File: src/rtl/dmem_io_bus.sv
// -----------------------------------------------------------------------------
// dmem_io_bus
//
// Data-memory and memory-mapped I/O block for the 16-bit LEGLite CPUs.
// Serves the CPU data port from a word RAM plus an eight-register I/O window:
// a 7-segment display register, debounced switches with rising-edge capture,
// and a free-running compare timer. Reads are combinational so single-cycle
// cores can use the block unchanged.
//
// Parameters
//   WIDTH     data and address width
//   DEPTH     RAM words (power of two, DEPTH <= IO_BASE)
//   NSW       number of switch inputs (1..WIDTH)
//   DEBOUNCE  consecutive stable synchronized cycles to accept a switch change
//   IO_BASE   word address of I/O register 0 (window is IO_BASE..IO_BASE+7)
//
// Ports
//   clock       in   single clock, all state updates on its rising edge
//   reset       in   synchronous, active-high
//   draddr      in   word address
//   dwdata      in   write data
//   dwrite      in   write enable, sampled at the rising edge
//   dread       in   read enable; drdata is 0 while low
//   io_sw       in   raw asynchronous switch inputs
//   drdata      out  combinational read data
//   io_display  out  display segment register
//   irq         out  registered OR of the enabled status flags
//
// Bus protocol: there is no handshake. A write happens on every rising edge
// where dwrite is high; a read is a pure combinational lookup qualified by
// dread and has no side effects.
//
// I/O map (offset from IO_BASE)
//   0 DISP    r/w   bits[6:0] drive io_display
//   1 SWSTATE ro    debounced switch levels
//   2 SWEDGE  r/w1c sticky rising-edge capture of the debounced levels
//   3 TCOUNT  r/w   timer count
//   4 TCMP    r/w   timer compare value
//   5 TCTRL   r/w   bit0 enable, bit1 auto-reload, bit2 match irq en,
//                   bit3 edge irq en
//   6 STATUS  r/w1c bit0 MATCH, bit1 EDGE
//   7 reserved, reads 0, writes ignored
// -----------------------------------------------------------------------------
module dmem_io_bus #(
  parameter int              WIDTH    = 16,
  parameter int              DEPTH    = 128,
  parameter int              NSW      = 2,
  parameter int              DEBOUNCE = 4,
  parameter logic [WIDTH-1:0] IO_BASE = 16'hFFF0
) (
  input  logic             clock,
  input  logic             reset,
  input  logic [WIDTH-1:0] draddr,
  input  logic [WIDTH-1:0] dwdata,
  input  logic             dwrite,
  input  logic             dread,
  input  logic [NSW-1:0]   io_sw,
  output logic [WIDTH-1:0] drdata,
  output logic [6:0]       io_display,
  output logic             irq
);

  localparam int AW = $clog2(DEPTH);
  // Wide enough to hold DEBOUNCE-1 even when DEBOUNCE is 1.
  localparam int CW = $clog2(DEBOUNCE + 1);
  localparam logic [CW-1:0] DB_LAST = CW'(DEBOUNCE - 1);

  localparam logic [2:0] OFF_DISP    = 3'd0;
  localparam logic [2:0] OFF_SWSTATE = 3'd1;
  localparam logic [2:0] OFF_SWEDGE  = 3'd2;
  localparam logic [2:0] OFF_TCOUNT  = 3'd3;
  localparam logic [2:0] OFF_TCMP    = 3'd4;
  localparam logic [2:0] OFF_TCTRL   = 3'd5;
  localparam logic [2:0] OFF_STATUS  = 3'd6;

  // Window limits are compared one bit wider so IO_BASE+7 cannot wrap.
  localparam logic [WIDTH:0] IO_LO  = {1'b0, IO_BASE};
  localparam logic [WIDTH:0] IO_HI  = IO_LO + (WIDTH+1)'(7);
  localparam logic [WIDTH:0] RAM_HI = (WIDTH+1)'(DEPTH);

  // ---------------------------------------------------------------------------
  // Address decode
  // ---------------------------------------------------------------------------
  logic [WIDTH:0] addr_x;
  logic           ram_sel;
  logic           io_sel;
  logic [2:0]     io_off;
  logic [AW-1:0]  ram_idx;

  assign addr_x  = {1'b0, draddr};
  assign ram_sel = addr_x < RAM_HI;
  assign io_sel  = (addr_x >= IO_LO) && (addr_x <= IO_HI);
  // The low three bits of (draddr - IO_BASE) depend only on the low three
  // bits of each operand, so the offset needs no full-width subtract.
  assign io_off  = draddr[2:0] - IO_BASE[2:0];
  assign ram_idx = draddr[AW-1:0];

  logic io_wr;
  logic wr_disp, wr_swedge, wr_tcount, wr_tcmp, wr_tctrl, wr_status;

  assign io_wr     = dwrite && io_sel;
  assign wr_disp   = io_wr && (io_off == OFF_DISP);
  assign wr_swedge = io_wr && (io_off == OFF_SWEDGE);
  assign wr_tcount = io_wr && (io_off == OFF_TCOUNT);
  assign wr_tcmp   = io_wr && (io_off == OFF_TCMP);
  assign wr_tctrl  = io_wr && (io_off == OFF_TCTRL);
  assign wr_status = io_wr && (io_off == OFF_STATUS);

  // ---------------------------------------------------------------------------
  // RAM: not reset, so a write coinciding with reset still lands.
  // ---------------------------------------------------------------------------
  logic [WIDTH-1:0] mem [DEPTH];

  always_ff @(posedge clock) begin
    if (dwrite && ram_sel) begin
      mem[ram_idx] <= dwdata;
    end
  end

  // ---------------------------------------------------------------------------
  // I/O registers
  // ---------------------------------------------------------------------------
  logic [6:0]       disp;
  logic [NSW-1:0]   sync1;
  logic [NSW-1:0]   sync2;
  logic [NSW-1:0]   sw_state;
  logic [NSW-1:0]   sw_edge;
  logic [CW-1:0]    db_cnt [NSW];
  logic [WIDTH-1:0] tcount;
  logic [WIDTH-1:0] tcmp;
  logic [3:0]       tctrl;
  logic             stat_match;
  logic             stat_edge;

  // Debounce acceptance: a bit is accepted on the edge where it has already
  // differed for DEBOUNCE-1 cycles and still differs, i.e. the count would
  // reach DEBOUNCE on this edge.
  logic [NSW-1:0] sw_accept;
  logic [NSW-1:0] sw_rise;
  logic [NSW-1:0] edge_clr;

  always_comb begin
    sw_accept = '0;
    sw_rise   = '0;
    for (int i = 0; i < NSW; i++) begin
      sw_accept[i] = (sync2[i] != sw_state[i]) && (db_cnt[i] == DB_LAST);
      sw_rise[i]   = sw_accept[i] && sync2[i];
    end
  end

  assign edge_clr = wr_swedge ? dwdata[NSW-1:0] : '0;

  logic match_hit;
  assign match_hit = tctrl[0] && (tcount == tcmp);

  always_ff @(posedge clock) begin
    if (reset) begin
      disp       <= '0;
      sync1      <= '0;
      sync2      <= '0;
      sw_state   <= '0;
      sw_edge    <= '0;
      tcount     <= '0;
      tcmp       <= '0;
      tctrl      <= '0;
      stat_match <= 1'b0;
      stat_edge  <= 1'b0;
      irq        <= 1'b0;
      for (int i = 0; i < NSW; i++) begin
        db_cnt[i] <= '0;
      end
    end else begin
      if (wr_disp) begin
        disp <= dwdata[6:0];
      end

      // Two-flop synchronizer followed by a per-bit debounce counter.
      sync1 <= io_sw;
      sync2 <= sync1;
      for (int i = 0; i < NSW; i++) begin
        if (sync2[i] == sw_state[i]) begin
          db_cnt[i] <= '0;
        end else if (sw_accept[i]) begin
          db_cnt[i]   <= '0;
          sw_state[i] <= sync2[i];
        end else begin
          db_cnt[i] <= db_cnt[i] + CW'(1);
        end
      end

      // Sticky flags: a new set on the same edge as a write-1-clear wins.
      sw_edge    <= (sw_edge & ~edge_clr) | sw_rise;
      stat_edge  <= (stat_edge & ~(wr_status & dwdata[1])) | (|sw_rise);
      stat_match <= (stat_match & ~(wr_status & dwdata[0])) | match_hit;

      if (wr_tcmp) begin
        tcmp <= dwdata;
      end
      if (wr_tctrl) begin
        tctrl <= dwdata[3:0];
      end

      // A CPU write to TCOUNT takes priority over counting and reload.
      if (wr_tcount) begin
        tcount <= dwdata;
      end else if (match_hit && tctrl[1]) begin
        tcount <= '0;
      end else if (tctrl[0]) begin
        tcount <= tcount + WIDTH'(1);
      end

      // Registered from the flag registers, so irq trails a flag by one edge.
      irq <= (stat_match & tctrl[2]) | (stat_edge & tctrl[3]);
    end
  end

  assign io_display = disp;

  // ---------------------------------------------------------------------------
  // Combinational read mux
  // ---------------------------------------------------------------------------
  always_comb begin
    drdata = '0;
    if (dread) begin
      if (ram_sel) begin
        drdata = mem[ram_idx];
      end else if (io_sel) begin
        case (io_off)
          OFF_DISP:    drdata[6:0]     = disp;
          OFF_SWSTATE: drdata[NSW-1:0] = sw_state;
          OFF_SWEDGE:  drdata[NSW-1:0] = sw_edge;
          OFF_TCOUNT:  drdata          = tcount;
          OFF_TCMP:    drdata          = tcmp;
          OFF_TCTRL:   drdata[3:0]     = tctrl;
          OFF_STATUS:  drdata[1:0]     = {stat_edge, stat_match};
          default:     drdata          = '0;
        endcase
      end
    end
  end

endmodule
File: config.mk
export PLATFORM = sky130hd
export DESIGN_NAME = dmem_io_bus
export DESIGN_NICKNAME = d
export VERILOG_FILES = /design/src/rtl/dmem_io_bus.sv
export SDC_FILE = /design/constraint.sdc
export NUM_CORES = 2
export LEC_CHECK = 0
export CAP_MARGIN = 20
export CORE_ASPECT_RATIO = 1.2
export CORE_MARGIN = 8
export CORE_UTILIZATION = 30
export CTS_CLUSTER_SIZE = 10
export DETAILED_ROUTE_END_ITERATION = 10
export SLEW_MARGIN = 20
export SYNTH_ARGS = -nofsm -noshare
export SYNTH_HDL_FRONTEND = slang
export SYNTH_SLANG_ARGS = --single-unit
File: constraint.sdc
create_clock -name clock -period 3.34 [get_ports clock]
set_input_delay 0.668 -clock clock [delete_from_list [all_inputs] [get_ports clock]]
set_output_delay 0.668 -clock clock [all_outputs]
set_load 0.05 [all_outputs]
# Word-level counts from Yosys, hierarchy flattened
# Memories as Yosys holds them, arrays and structs flattened.
# Index checks and enable logic that the tools add are counted.
totals:
  ramBits: 2054
  latch_bits: 0
  ff_bits: 54
  word_cells: 118
  mem_count: 2
  output_inout_bits: 24
  rom_bits: 0
memory_table:
  columns: ["memory", "depth", "word_bits", "read_ports", "rd_clocked_by_memory_dff", "wr", "line", "source"]
  rows:
  - ["mem", 128, 16, 1, 0, 1, "112", "logic [WIDTH-1:0] mem [DEPTH];"]
  - ["db_cnt", 2, 3, 2, 0, 2, "128", "logic [CW-1:0] db_cnt [NSW];"]
op_classes:
  shifts: 0
  reduce_logical: 20
  bitwise_logic: 22
  eq_ne: 13
  multipliers: 0
  magnitude_cmp: 3
  add_sub_neg: 3
  n_mux: 43
  div_mod_pow: 0
ops:
  columns: ["operator", "n"]
  rows:
  - ["2-to-1 mux 16 bit", 6]
  - ["2-to-1 mux 1 bit", 26]
  - ["2-to-1 mux 3 bit", 6]
  - ["case mux 9 bit (2 select lines)", 1]
  - ["adder 16 x 1 -> 16 bit (second input constant)", 1]
  - ["== test 16 bit", 1]
  - ["greater-or-equal comparator 16 bit (second input constant)", 1]
  - ["<= comparator 16 bit (second input constant)", 1]
  - ["< comparator 16 x 8 -> 1 bit (second input constant)", 1]
  - ["logical AND 1 bit", 15]
  - ["case mux 2 bit (7 select lines)", 1]
  - ["== test 3 x 2 -> 1 bit (second input constant)", 4]
  - ["== test 3 bit (second input constant)", 3]
  - ["OR 1 bit", 9]
  - ["case mux 3 bit (3 select lines)", 1]
  - ["case mux 2 bit (4 select lines)", 1]
  - ["adder 3 x 1 -> 3 bit (second input constant)", 2]
  - ["bitwise AND 1 bit", 6]
  - ["inverter 1 bit", 4]
  - ["AND reduction 2 bit", 2]
  - ["== test 3 x 1 -> 1 bit (second input constant)", 1]
  - ["zero test 3 bit", 1]
  - ["nonzero test 3 bit", 1]
  - ["bitwise AND 2 bit", 1]
  - ["6 further kinds", 8]

# Logic depth before layout (Yosys ltp)
# An unclocked memory read counts as a cell.
depth:
  ltp_word: 9
  depth_mapped: 12
  ltp_nobuf: 8

# Least setup slack after synthesis
# OpenSTA, ideal clock, no wires.
synth_path:
  path_kind: "input -> output"
  start: "input draddr[0]"
  end: "output drdata[10]"
  cell_stages: 10
  t_required_ns: 2.672
  t_arrival_ns: 3.312
  path_slack_ns: -0.640
  cell_sequence: "buf_6 buf_12 buf_12 buf_12 mux2i_1 o221ai_2 nand3_1 a2111oi_2 nor3_1 o32ai_1"
synth_between:
  elab_chain_len: 5
  word_cells_on_any_way: 11
  classes_between: "order compare: 3; eq/ne: 2; mux: 4; reduce/logical: 1; memory: 1"
synth_rtl:
  columns: ["item", "line", "source"]
  rows:
  - ["start: declaration", "53", "input logic [WIDTH-1:0] draddr,"]
  - ["greater-or-equal comparator 16 bit, or another cell as far along", "92", "assign io_sel = (addr_x >= IO_LO) && (addr_x <= IO_HI);"]
  - ["logical AND 1 bit / case mux 9 bit (2 select lines) (equally long branches)", "92, 228", null]
  - ["2-to-1 mux 16 bit", "227", "end else if (io_sel) begin"]
  - ["2-to-1 mux 16 bit *", "225", "if (ram_sel) begin"]
  - ["2-to-1 mux 16 bit *", "224", "if (dread) begin"]
  - ["end: declaration", "58", "output logic [WIDTH-1:0] drdata,"]
# Mark *: on every way between the ends. The rest lies on a longest branch, timed or not.

# Worst setup path after layout
# Same ends and word-level chain as after synthesis.

==> results.yml <==
clock_network:
  insertion_delay_ns: 0.87
  root_buffer: "clkbuf_16"
  clkTransAtPathRegs_ns: 0.06
  cts.htree.levels: 4
  cts.sinks: 2108
  cts_buffer_depth: 3
  cts_hold_buf: 0
  cts_tree: "done"
  cts_made_buffers: 230
cells_and_area:
  final_common_cell: "edfxtp_1"
  fillers: 24900
  layout_common_cells: "edfxtp_1 (2054), buf_4 (634), mux2i_1 (478)"
  finalNetCount: 5283
  stdcell_count: 8929
  drive_gt1_share_pct: 31.3
  multi_input_area_mm2: 0.0202
  syn_to_final_growth_pct: 24.5
  ff_latch_area_mm2: 0.0628
yosys:
  synth_edf_count: 2054
  synth_flop_cell: "edfxtp_1"
  async_reset_ff_share_pct: 0
  synth.avg_cell_area_um2: 19.3
  synthDistinctLibCells: 80
  yosysWarnings: 0
  netlist_instances: 4333
  ys_seq_area_share_pct: 75.0
  ys_ff_latch: 2108
  synth_area_mm2: 0.0837
critical_path:
  r2r_setup_slack_ns: 1.15
  cp_common_cell: "buf_16"
  cp_cell_sequence: "buf_16 -> buf_12 -> buf_16 -> buf_16 -> buf_8 -> mux4_2 -> o22ai_2 -> a2111oi_4 -> nor3_4 -> o32ai_4 -> buf_12"
  setup.worst_path.class: "in2out"
  crit_required_ns: 2.67
  crit_path_end_kind: "output pin"
  crit_path_max_fanout: 16
  slowest_delay_ns: 0.60
  slowest_stage: "a2111oi_4"
  critPathArrivalTime_ns: 3.39
  startpoint_type: "primary input"
sta:
  hold_slack_ns: 0.121
  relSlewSlack_pct: 31.3
  tightest_slew_ns: 1.03
  finClkSkew_ns: 0.0105
  drv_slew: 0
  post-route-min-period_ns: 4.06
  fmax_mhz: 246
  rsz0062_at_grt: "yes"
  finalSetupViolCount: 16
  layout_setup_ws_ns: -0.721
  tns_ns: -10.47
  finalCritPeriodShare_pct: 122
  hold_viol: 0
power:
  p_leak_uw: 0.0345
  fin_total_pwr_uw: 55000
  vdd_ir_drop_max_mv: 0.421
  pwr_density_cell_mw_per_mm2: 529
routing:
  viasPerCell: 5.34
  vias: 47600
  wirelength_um: 264000
  drt-initial-drc-count: 5652
  avgRoutedWirePerCell_um: 29.6
  postRouteAntennaNets: 0
  dr.pass1.iters: 6
  drc: 0
floorplanning:
  ios: 62
  core_mm2: 0.278
  rows: 212
  die_h_um: 595
  die_w_um: 498
  die_area_mm2: 0.296
  initial_core_util_pct: 30.1
worst_hold_path:
  min_path_type: "in2reg"
placed_design:
  dp_cells: 8568
  hpwl_um: 174000
  gp_congestion: 0.904
  placement.setup.worst_slack_ns: -1.78
  io_buffers: 61
run_status:
  status: "finished, violations left"
  violations: "negative setup slack"
global_routing:
  grt-ovfl-total: 0
  grt_pass1_wl_um: 368000
  grt_max_degree: 101
  grt_pass1_vias: 47700
  grtUsageTotal_pct: 17.1
  antenna_found_initial: 6
flow_run:
  cap_violations: 0
==> per-layer routing <==
layer	share of wire (%)	routed length [µm]	GRT usage [%]	vias to the layer above
met1	37	97200	21.0	25000
met2	50	131000	29.3	2389
li1	-	-	-	19700
met3	7.5	19700	2.78	552
met4	6.1	16100	8.91	4
met5	0.0098	26	0	-
==> layout make-up <==
class | instances | share of cell area, %
antenna | 3 | 0.00721
clock buffer | 263 | 5.69
clock inverter | 17 | 0.274
inverter | 9 | 0.0348
multi-input combinational | 1954 | 19.4
sequential | 2108 | 60.3
tap | 3638 | 4.37
timing repair buffer | 937 | 9.94
==> repair_timing <==
action / 4_1_cts / 5_1_grt
setup endpoints to repair: 16 / 16
buffers inserted: 42 / 35
cloned: 7 / 1
gates resized for setup: 332 / 97
pin swaps: 61 / 48
endpoints found under the hold margin: 0 / 0
==> metrics by stage <==
step	area [µm²]	utilization, %
6_report	104000	37.5
5_1_grt	104000	37.5
4_1_cts	103000	37.2
3_5_place_dp	95100	34.2
3_3_place_gp	95100	34.2
2_1_floorplan	83800	-
==> Yosys cell counts, types with 5 or more instances <==
cell type | instances | area [µm²]
o211ai_1 | 6 | 45.0
a221oi_1 | 5 | 43.8
nand4_1 | 14 | 87.6
nand3_1 | 76 | 380
a21o_1 | 26 | 195
a41oi_1 | 6 | 52.6
o22ai_1 | 137 | 857
a31oi_1 | 13 | 81.3
mux2_2 | 5 | 56.3
buf_12 | 24 | 480
o21ai_0 | 65 | 325
nor3_1 | 38 | 190
a32oi_1 | 9 | 78.8
mux4_1 | 51 | 1340
edfxtp_1 | 2054 | 61700
ha_1 | 5 | 62.6
a21oi_1 | 85 | 425
nor2_1 | 209 | 785
o221ai_2 | 5 | 75.1
nand2_1 | 118 | 443
inv_1 | 6 | 22.5
buf_6 | 34 | 383
and3_1 | 10 | 62.6
buf_1 | 11 | 41.3
xor2_1 | 11 | 96.3
nor2b_1 | 14 | 87.6
mux2i_1 | 492 | 4920
and2_1 | 15 | 93.8
mux4_2 | 225 | 5070
a211oi_1 | 14 | 105
buf_4 | 16 | 120
dfxtp_1 | 54 | 1080
o221ai_1 | 180 | 1580
a2111oi_0 | 10 | 87.6
a22oi_1 | 20 | 150
nor4_1 | 10 | 62.6
clkbuf_1 | 64 | 240
buf_8 | 28 | 420
buf_2 | 59 | 295
xnor2_1 | 10 | 87.6
clkbuf_8 | 26 | 358
==> cell families after synthesis <==
family          synth area share, %
mux                            13.6
fa+ha+maj                    0.0748
buf+inv                        2.89
xor+xnor                      0.220
flops                          75.0
other cells                 0.00448
compound gates                 5.32
simple gates                   2.87
==> flip-flops by register name (all words and copies together) (netlist names) <==
name        flops
mem          2048
tcmp           16
tcount         16
io_display      7
db_cnt          6
tctrl           4
sw_edge         2
sw_state        2
sync1           2
sync2           2
irq             1
stat_edge       1
stat_match      1
==> where the power goes <==
part	switching [µW]	internal, µW
logic	2380	1500
registers	3.11	29000
clock network	9690	12500
total	12100	43000
==> worst max-delay path: cells and delay by family <==
kind	cells	cell delay [ns]
and+or+nand+nor	1	0.13
muxes	1	0.40
buffers and inverters	6	0.96
AOI/OAI and AO/OA	3	1.15
==> path summary, 6_finish.rpt <==
check | from | to | cells after the start
min reg2reg | sync1[0]$_SDFF_PP0_ | sync2[0]$_SDFF_PP0_ | 1
max reg2reg | tcount[8]$_SDFFE_PP0P_ | tcount[5]$_SDFFE_PP0P_ | 7
max | draddr[0] | drdata[10] | 11
min | dwdata[8] | mem[40][8]$_DFFE_PP_ | 1
Power figures use the tool's default switching activity.
